$ cat src/rtl/vec_dist_if.sv
// Handshake bundle for vec_dist_unit: operand request channel, result channel and busy flag.
// ACC_W is derived from the element geometry so that both ends always agree on the result width.
interface vec_dist_if #(
    parameter int ELEM_WIDTH = 8,
    parameter int VECTOR_LEN = 4
);
    localparam int ACC_W = 2 * ELEM_WIDTH + $clog2(VECTOR_LEN);

    logic                             in_valid;
    logic                             in_ready;
    logic [VECTOR_LEN*ELEM_WIDTH-1:0] vec_a;
    logic [VECTOR_LEN*ELEM_WIDTH-1:0] vec_b;
    logic                             mode;
    logic                             out_valid;
    logic                             out_ready;
    logic [ACC_W-1:0]                 result;
    logic                             busy;

    modport master (
        output in_valid, vec_a, vec_b, mode, out_ready,
        input  in_ready, out_valid, result, busy
    );

    modport slave (
        input  in_valid, vec_a, vec_b, mode, out_ready,
        output in_ready, out_valid, result, busy
    );
endinterface

$ cat src/rtl/vec_dist_unit.sv
// Sequential vector-distance engine: accumulates squared element differences one per cycle,
// then optionally takes a bit-serial restoring integer square root of the sum.
module vec_dist_unit #(
    parameter int ELEM_WIDTH = 8,
    parameter int VECTOR_LEN = 4
) (
    input logic      clk,
    input logic      rst,
    vec_dist_if.slave bus
);
    localparam int ACC_W = 2 * ELEM_WIDTH + $clog2(VECTOR_LEN);
    localparam int IDX_W = (VECTOR_LEN > 1) ? $clog2(VECTOR_LEN) : 1;
    localparam int R     = (ACC_W + 1) / 2;
    localparam int RAD_W = 2 * R;
    localparam int REM_W = R + 2;
    localparam int CNT_W = $clog2(R + 1);
    localparam int VEC_W = VECTOR_LEN * ELEM_WIDTH;

    typedef enum logic [1:0] {IDLE, ACCUM, SQRT, DONE} state_t;

    state_t             state_q, state_d;
    logic [VEC_W-1:0]   a_q, a_d;
    logic [VEC_W-1:0]   b_q, b_d;
    logic               mode_q, mode_d;
    logic [ACC_W-1:0]   acc_q, acc_d;
    logic [IDX_W-1:0]   idx_q, idx_d;
    logic [RAD_W-1:0]   rad_q, rad_d;
    logic [REM_W-1:0]   rem_q, rem_d;
    logic [R-1:0]       root_q, root_d;
    logic [CNT_W-1:0]   cnt_q, cnt_d;
    logic [ACC_W-1:0]   result_q, result_d;
    logic               in_ready_q, out_valid_q, busy_q;

    logic [ELEM_WIDTH-1:0]   a_el, b_el, diff;
    logic [2*ELEM_WIDTH-1:0] sq;
    logic [ACC_W-1:0]        acc_sum;
    logic [REM_W-1:0]        rem_shift, trial, rem_step;
    logic [R-1:0]            root_step;

    always_comb begin
        state_d  = state_q;
        a_d      = a_q;
        b_d      = b_q;
        mode_d   = mode_q;
        acc_d    = acc_q;
        idx_d    = idx_q;
        rad_d    = rad_q;
        rem_d    = rem_q;
        root_d   = root_q;
        cnt_d    = cnt_q;
        result_d = result_q;

        a_el    = a_q[idx_q*ELEM_WIDTH +: ELEM_WIDTH];
        b_el    = b_q[idx_q*ELEM_WIDTH +: ELEM_WIDTH];
        diff    = (a_el >= b_el) ? (a_el - b_el) : (b_el - a_el);
        sq      = {{ELEM_WIDTH{1'b0}}, diff} * {{ELEM_WIDTH{1'b0}}, diff};
        acc_sum = acc_q + ACC_W'(sq);

        // One restoring-root digit: bring down two radicand bits, try subtracting 4*root+1.
        rem_shift = (rem_q << 2) | REM_W'(rad_q[RAD_W-1 -: 2]);
        trial     = {root_q, 2'b01};
        if (rem_shift >= trial) begin
            rem_step  = rem_shift - trial;
            root_step = (root_q << 1) | R'(1);
        end else begin
            rem_step  = rem_shift;
            root_step = root_q << 1;
        end

        case (state_q)
            IDLE: begin
                if (bus.in_valid) begin
                    a_d     = bus.vec_a;
                    b_d     = bus.vec_b;
                    mode_d  = bus.mode;
                    acc_d   = '0;
                    idx_d   = '0;
                    state_d = ACCUM;
                end
            end
            ACCUM: begin
                acc_d = acc_sum;
                idx_d = idx_q + 1'b1;
                if (idx_q == IDX_W'(VECTOR_LEN - 1)) begin
                    if (!mode_q) begin
                        result_d = acc_sum;
                        state_d  = DONE;
                    end else begin
                        rad_d   = RAD_W'(acc_sum);
                        rem_d   = '0;
                        root_d  = '0;
                        cnt_d   = '0;
                        state_d = SQRT;
                    end
                end
            end
            SQRT: begin
                rad_d  = rad_q << 2;
                rem_d  = rem_step;
                root_d = root_step;
                cnt_d  = cnt_q + 1'b1;
                if (cnt_q == CNT_W'(R - 1)) begin
                    result_d = ACC_W'(root_step);
                    state_d  = DONE;
                end
            end
            DONE: begin
                if (bus.out_ready) state_d = IDLE;
            end
            default: state_d = IDLE;
        endcase
    end

    // Handshake flags are registered from the next state so they line up with state_q.
    always_ff @(posedge clk) begin
        if (rst) begin
            state_q     <= IDLE;
            a_q         <= '0;
            b_q         <= '0;
            mode_q      <= 1'b0;
            acc_q       <= '0;
            idx_q       <= '0;
            rad_q       <= '0;
            rem_q       <= '0;
            root_q      <= '0;
            cnt_q       <= '0;
            result_q    <= '0;
            in_ready_q  <= 1'b1;
            out_valid_q <= 1'b0;
            busy_q      <= 1'b0;
        end else begin
            state_q     <= state_d;
            a_q         <= a_d;
            b_q         <= b_d;
            mode_q      <= mode_d;
            acc_q       <= acc_d;
            idx_q       <= idx_d;
            rad_q       <= rad_d;
            rem_q       <= rem_d;
            root_q      <= root_d;
            cnt_q       <= cnt_d;
            result_q    <= result_d;
            in_ready_q  <= (state_d == IDLE);
            out_valid_q <= (state_d == DONE);
            busy_q      <= (state_d != IDLE);
        end
    end

    assign bus.in_ready  = in_ready_q;
    assign bus.out_valid = out_valid_q;
    assign bus.busy      = busy_q;
    assign bus.result    = result_q;
endmodule

$ cat src/flat_wrapper.sv
// flat-port wrapper written by rule: the top's interface ports become plain ports
module vec_dist_unit_flat 
#(
    parameter int ELEM_WIDTH = 8,
    parameter int VECTOR_LEN = 4
)
  (clk, rst, bus_in_valid, bus_vec_a, bus_vec_b, bus_mode, bus_out_ready, bus_in_ready, bus_out_valid, bus_result, bus_busy);
  vec_dist_if #(.ELEM_WIDTH(ELEM_WIDTH), .VECTOR_LEN(VECTOR_LEN)) bus_i ();
  input logic clk;
  input logic rst;
  input wire logic [$bits(bus_i.in_valid)-1:0] bus_in_valid;
  input wire logic [$bits(bus_i.vec_a)-1:0] bus_vec_a;
  input wire logic [$bits(bus_i.vec_b)-1:0] bus_vec_b;
  input wire logic [$bits(bus_i.mode)-1:0] bus_mode;
  input wire logic [$bits(bus_i.out_ready)-1:0] bus_out_ready;
  output wire logic [$bits(bus_i.in_ready)-1:0] bus_in_ready;
  output wire logic [$bits(bus_i.out_valid)-1:0] bus_out_valid;
  output wire logic [$bits(bus_i.result)-1:0] bus_result;
  output wire logic [$bits(bus_i.busy)-1:0] bus_busy;
  assign bus_i.in_valid = bus_in_valid;
  assign bus_i.vec_a = bus_vec_a;
  assign bus_i.vec_b = bus_vec_b;
  assign bus_i.mode = bus_mode;
  assign bus_i.out_ready = bus_out_ready;
  assign bus_in_ready = bus_i.in_ready;
  assign bus_out_valid = bus_i.out_valid;
  assign bus_result = bus_i.result;
  assign bus_busy = bus_i.busy;
  vec_dist_unit #(.ELEM_WIDTH(ELEM_WIDTH), .VECTOR_LEN(VECTOR_LEN)) u_core (.clk(clk), .rst(rst), .bus(bus_i));
endmodule
$ cat config.mk
export PLATFORM = sky130hd
export DESIGN_NAME = vec_dist_unit_flat
export DESIGN_NICKNAME = d
export VERILOG_FILES = /design/src/rtl/vec_dist_if.sv /design/src/rtl/vec_dist_unit.sv /design/src/flat_wrapper.sv
export SDC_FILE = /design/constraint.sdc
export NUM_CORES = 1
export LEC_CHECK = 0
export CAP_MARGIN = 20
export CORE_MARGIN = 1
export CORE_UTILIZATION = 35
export CTS_BUF_LIST = sky130_fd_sc_hd__clkbuf_4
export DETAILED_ROUTE_END_ITERATION = 7
export GPL_ROUTABILITY_DRIVEN = 0
export MAX_ROUTING_LAYER = met4
export SLEW_MARGIN = 20
export SYNTH_ARGS = -nofsm -noshare
export SYNTH_HDL_FRONTEND = slang
export SYNTH_SLANG_ARGS = --single-unit
$ cat constraint.sdc
create_clock -name clk -period 10.2 [get_ports clk]
set_input_delay 2.04 -clock clk [delete_from_list [all_inputs] [get_ports clk]]
set_output_delay 2.04 -clock clk [all_outputs]
set_load 0.01 [all_outputs]
=== After elaboration in Yosys (flattened, before gate mapping) ===
Index checks and enable logic that the tools add are counted.

* Register bits: 148
* Input port bits: 69
* Output and inout bits: 21
* Word-level logic and storage cells: 75

* Add/subtract/negate cells: 6
* Multipliers: 1
* Magnitude comparators: 2
* Equality and inequality tests: 11
* Shifts and indexed selects: 2
* Mux-type cells: 29
* Bitwise operators: 1
* Reduce and logical (&&, ||, !) cells: 9

{| class="wikitable"
|+ Operator list
! cell !! number
|-
| $mux W18 || 6
|-
| $pmux W18 S2 || 3
|-
| $shiftx A32 B6 Y8 || 2
|-
| $mux W9 || 5
|-
| $pmux W9 S2 || 2
|-
| $add A18 B16 Y18 || 1
|-
| $mul A8 B8 Y16 || 1
|-
| $sub A8 B8 Y8 || 2
|-
| $ge A11 B11 Y1 || 1
|-
| $or A11 B2 Y11 || 1
|-
| $mux W2 || 5
|-
| $sub A9 B9 Y9 || 1
|-
| $eq A2 B2 Y1 const B || 4
|-
| $ge A8 B8 Y1 || 1
|-
| $mux W4 || 2
|-
| $mux W8 || 1
|-
| $pmux W2 S4 || 1
|-
| $pmux W4 S2 || 1
|-
| $ne A2 B1 Y1 const B || 3
|-
| $reduce_bool A2 Y1 || 3
|-
| $add A4 B1 Y4 const B || 1
|-
| $eq A4 B4 Y1 const B || 1
|-
| $logic_not A2 Y1 || 2
|-
| $ne A2 B2 Y1 const B || 2
|-
| 7 further kinds || 9
|}

=== Longest topological paths before layout ===
* Word-level depth: 8
* Mapped depth: 30
* Gate-level depth less buffers: 29

=== Worst setup path after synthesis ===
OpenSTA, ideal clock, no wires.

* Path kind: register -> register
* From: register u_core.idx_q[0]
* To: register u_core.result_q[17], in the netlist u_core.bus.result[17]
* Setup time: 0.101 ns
* Arrival time: 7.425 ns
* Data required time: 10.099 ns
* Path slack: 2.674 ns
* Stages on the path, launching flop included: 29
* Buffers on the path: 3
* Period minus slack after synthesis: 7.526 ns
* Path through: dfxtp_1 -> clkbuf_1 -> clkbuf_1 -> mux4_2 -> inv_1 -> ha_1 -> a21oi_1 -> o21a_1 -> a21o_4 -> a2111oi_2 -> or4_4 -> and2_1 -> buf_6 -> or2_1 -> fa_1 -> inv_1 -> fa_1 -> fa_1 -> inv_1 -> fa_1 -> inv_1 -> ha_1 -> and3_1 -> a221oi_1 -> o22ai_1 -> o22ai_1 -> o21ai_0 -> xnor2_1 -> o41ai_1

* Cells in the longest elaborated chain, start to end: 8
* Elaborated cells on any way between the ends: 14
* Those cells by class: add/sub (3); mul (1); order compare (1); eq/ne (2); shift (2); mux (4); reduce/logical (1)

{| class="wikitable"
|+ Ends and longest elaborated chain
! what !! line !! text
|-
| from (decl) || vec_dist_unit.sv:26 || <nowiki>logic [IDX_W-1:0] idx_q, idx_d;</nowiki>
|-
| from (signal assigned) || vec_dist_unit.sv:137 || <nowiki>idx_q <= idx_d;</nowiki>
|-
| $shiftx A32 B6 Y8 (on tied branches) || vec_dist_unit.sv:54, vec_dist_unit.sv:53 ||
|-
| $sub A8 B8 Y8 / $ge A8 B8 Y1 (equally long branches) || vec_dist_unit.sv:55 || <nowiki>diff = (a_el >= b_el) ? (a_el - b_el) : (b_el - a_el);</nowiki>
|-
| $mux W8 || vec_dist_unit.sv:55 ||
|-
| $mul A8 B8 Y16 || vec_dist_unit.sv:56 || <nowiki>sq = {{ELEM_WIDTH{1'b0}}, diff} * {{ELEM_WIDTH{1'b0}}, diff};</nowiki>
|-
| $add A18 B16 Y18 || vec_dist_unit.sv:57 || <nowiki>acc_sum = acc_q + ACC_W'(sq);</nowiki>
|-
| $mux W18 || vec_dist_unit.sv:85 || <nowiki>if (!mode_q) begin</nowiki>
|-
| $mux W18 || vec_dist_unit.sv:84 || <nowiki>if (idx_q == IDX_W'(VECTOR_LEN - 1)) begin</nowiki>
|-
| $pmux W18 S2 || vec_dist_unit.sv:70 || <nowiki>case (state_q)</nowiki>
|-
| to (signal assigned) || vec_dist_unit.sv:142 || <nowiki>result_q <= result_d;</nowiki>
|-
| to (decl) || vec_dist_unit.sv:31 || <nowiki>logic [ACC_W-1:0] result_q, result_d;</nowiki>
|}

Several ways; a longest one is shown, not always the timed one. The select of a mux whose other input is x is not followed.
A chain may end at the register's enable or synchronous reset.

=== Worst setup path in the final report ===
* From: register u_core.idx_q[1]
* To: register u_core.rad_q[17]

* Cells in the longest elaborated chain, start to end: 8
* Elaborated cells on any way between the ends: 14
* Those cells by class: add/sub (3); mul (1); order compare (1); eq/ne (2); shift (2); mux (4); reduce/logical (1)

{| class="wikitable"
|+ Ends and longest elaborated chain
! what !! line !! text
|-
| $shiftx A32 B6 Y8 (on tied branches) || vec_dist_unit.sv:54, vec_dist_unit.sv:53 ||
|-
| $sub A8 B8 Y8 / $ge A8 B8 Y1 (equally long branches) || vec_dist_unit.sv:55 ||
|-
| $mux W8 || vec_dist_unit.sv:55 ||
|-
| $mul A8 B8 Y16 || vec_dist_unit.sv:56 ||
|-
| $add A18 B16 Y18 || vec_dist_unit.sv:57 ||
|-
| $mux W18 || vec_dist_unit.sv:85 ||
|-
| $mux W18 || vec_dist_unit.sv:84 ||
|-
| $pmux W18 S2 || vec_dist_unit.sv:70 ||
|-
| to (signal assigned) || vec_dist_unit.sv:138 || <nowiki>rad_q <= rad_d;</nowiki>
|-
| to (decl) || vec_dist_unit.sv:27 || <nowiki>logic [RAD_W-1:0] rad_q, rad_d;</nowiki>
|}

Several ways; a longest one is shown, not always the timed one. The select of a mux whose other input is x is not followed.

==> reports/qor.yml <==
yosys:
  syn_nets: 1309
  ys_types: 61
  yosysWarnings: 0
  syn_avg_cell_area_sq_um: 8.27
  ys_seq_area_frac: 0.318
  synth_edf_count: 0
  ys_ff_latch: 148
  synth_top_cell_by_area: "dfxtp_1"
  synthArstFlopShare: 0
  synth-main-ff-cell: "dfxtp_1"
  synth_cells: 1126
  post-synth-top-area-fraction: 0.318
  yosys-top-cells-area: "dfxtp_1 (32%), ha_1 (10%), fa_1 (8.4%), nand2_1 (7.3%), a21oi_1 (7.0%)"
  syn_area_sq_um: 9310
cells_and_area:
  drive_gt1_frac: 0.0636
  final_cell_mix: "nand2_1 (180), dfxtp_1 (148), a21oi_1 (130)"
  final_common_cell: "nand2_1"
  nets: 1365
  syn_to_final_growth_pct: 16.4
sta:
  slew_headroom: 0.339
  worst_pin_slew_ns: 0.990
  fmax_mhz: 126
  finalCriticalPeriod_ns: 7.96
  skew_ns: 0.0209
  slew_violations: 0
  rsz0062_at_grt: "no"
  setup_tns_ns: 0
  worst_slack_ns: 2.24
  hold_viol: 0
  fin_crit_sh: 0.781
  setup_viol: 0
critical_path:
  max_stage_delay_ns: 1.00
  crit_chain: "mux4_2, ha_1, a21oi_1, a21boi_1, o311ai_1, a211oi_1, or4_4, and2_1, or2_1, fa_1, inv_1, fa_1, fa_1, inv_1, fa_1, inv_1, ha_1, and3_1, a221oi_1, o22ai_1, o22ai_1, o21ai_0, xnor2_1, o41ai_1"
  slowest_stage: "dfxtp_1"
  path_max_fanout: 18
  path_buf_inv: 3
  required_ns: 10.68
  cpMostUsedCell: "fa_1"
  critical_path_class: "register to register"
  startpoint_type: "register"
  cp-end-kind: "register"
  critPathTopFamily: "adder cells"
  cp_data_arrival_time_ns: 8.44
clock_tree:
  cts_made_buffers: 17
  ctsHtreeMaxLevel: 4
  clk_pin_slew_ns: 0.14
  cts_resized: 0
  clock_path_buffers: 2
  ctsHoldBuffers: 0
  clockRootBuffer: "clkbuf_4"
  clock_latency_ns: 0.56
  cts_sinks: 148
  cts_setup_buffers: 0
  cts_tree: "built"
global_routing:
  grt_usage: 0.177
  grt_max_degree: 68
  grt_pass1_wl_mm: 37.0
  grt-ovfl-total: 0
  grt_pass1_vias: 7310
  antenna_found_initial: 1
place:
  dp_slack_ns: 2.21
  place_hpwl_mm: 16.8
  port-buffer-count: 89
run_status:
  status: "finished, final reports clean"
die:
  chipHeight_um: 165
  rows: 59
  fp.dieW_um: 165
  dieArea_sq_um: 27200
  start_util: 0.357
  ios: 90
  core_sq_um: 26100
routing:
  dr.pass1.iters: 5
  first_iter_violations: 402
  drt.antenna.violating_nets: 0
  vias: 7612
  via_per_inst: 4.97
  route.detailed.drc: 0
  post_drt_wl_per_cell_um: 14.8
  wl_mm: 22.6
job:
  maxCapViolCount: 0
hold_path:
  hold_class: "register to register"
==> state kept, by name, indices dropped and copies added, names as in the netlist <==
signal and count:
u_core.b_q 32, u_core.idx_q 2, u_core.a_q 32, u_core.bus.in_ready 1, u_core.bus.result 18, u_core.root_q 9
u_core.bus.out_valid 1, u_core.bus.busy 1, u_core.rem_q 9, u_core.mode_q 1, u_core.rad_q 18, u_core.state_q 2
u_core.acc_q 18, u_core.cnt_q 4
==> final timing paths <==
check                                             end  slack, ns  cells after the start                  start
worst max-delay path                 u_core.rad_q[17]       2.24                     24        u_core.idx_q[1]
worst min-delay path            u_core.bus.result[10]       0.46                      2  u_core.bus.result[10]
worst max register to register       u_core.rad_q[17]       2.24                     24        u_core.idx_q[1]
worst min register to register  u_core.bus.result[10]       0.46                      2  u_core.bus.result[10]
==> cell type report <==
cell class	instances	area, sq um
Antenna cell	1	2.50
Clock buffer	20	150
Clock inverter	12	226
Fill cell	2614	15200
Inverter	114	428
Multi-Input combinational cell	802	5680
Sequential cell	148	2960
Tap cell	335	419
Timing Repair Buffer	99	963
==> cells in the mapped netlist (11+ instances only) <==
master	number
a211oi_1	11
a21o_1	17
a21oi_1	130
a22oi_1	15
buf_1	11
clkbuf_1	48
dfxtp_1	148
fa_1	39
ha_1	75
inv_1	114
mux2i_1	12
mux4_2	16
nand2_1	181
nand2b_1	13
nand3_1	24
nor2_1	79
nor2b_1	12
nor3_1	21
o21ai_0	45
xnor2_1	18
==> worst min-delay path, stage by stage (launching register included) <==
cell	delay (ns)
dfxtp_1	0.34
nand2_1	0.05
a21oi_1	0.05
==> per-layer routing <==
metal | share of wire | track usage
met1 | 0.51 | 0.249
met2 | 0.45 | 0.264
met3 | 0.027 | 0.0242
met4 | 0.011 | 0.0475
met5 | 0 | -
==> cell families (layout without fill, tap and decap cells) <==
kind of cell             count (synthesis)  count (layout)  share of synthesized area
AO/OA/AOI/OAI                          267             267                      0.174
XOR/XNOR                                28              28                     0.0263
adder cells (fa/ha/maj)                114             114                      0.185
buffers and inverters                  176             245                     0.0721
flip-flops                             148             148                      0.318
multiplexers                            29              29                     0.0528
other                                    0               1                          0
AND/OR/NAND/NOR                        364             364                      0.171
==> per-stage QoR <==
| stage | hold slack, ns | cell area (sq um) | std cells | util |
|---|---|---|---|---|
| after CTS | 0.463 | 10800 | 1530 | 0.416 |
| after floorplan | 0.429 | 9310 | 1126 | - |
| after detailed placement | 0.445 | 10500 | 1498 | 0.401 |
| after global routing | 0.483 | 10800 | 1531 | 0.416 |
| final | 0.462 | 10800 | 1531 | 0.416 |
| after global placement | 0.440 | 10500 | 1498 | 0.401 |
Power is not shown: default switching activity piles up to over one toggle a cycle in this logic, so the estimate is an artifact.
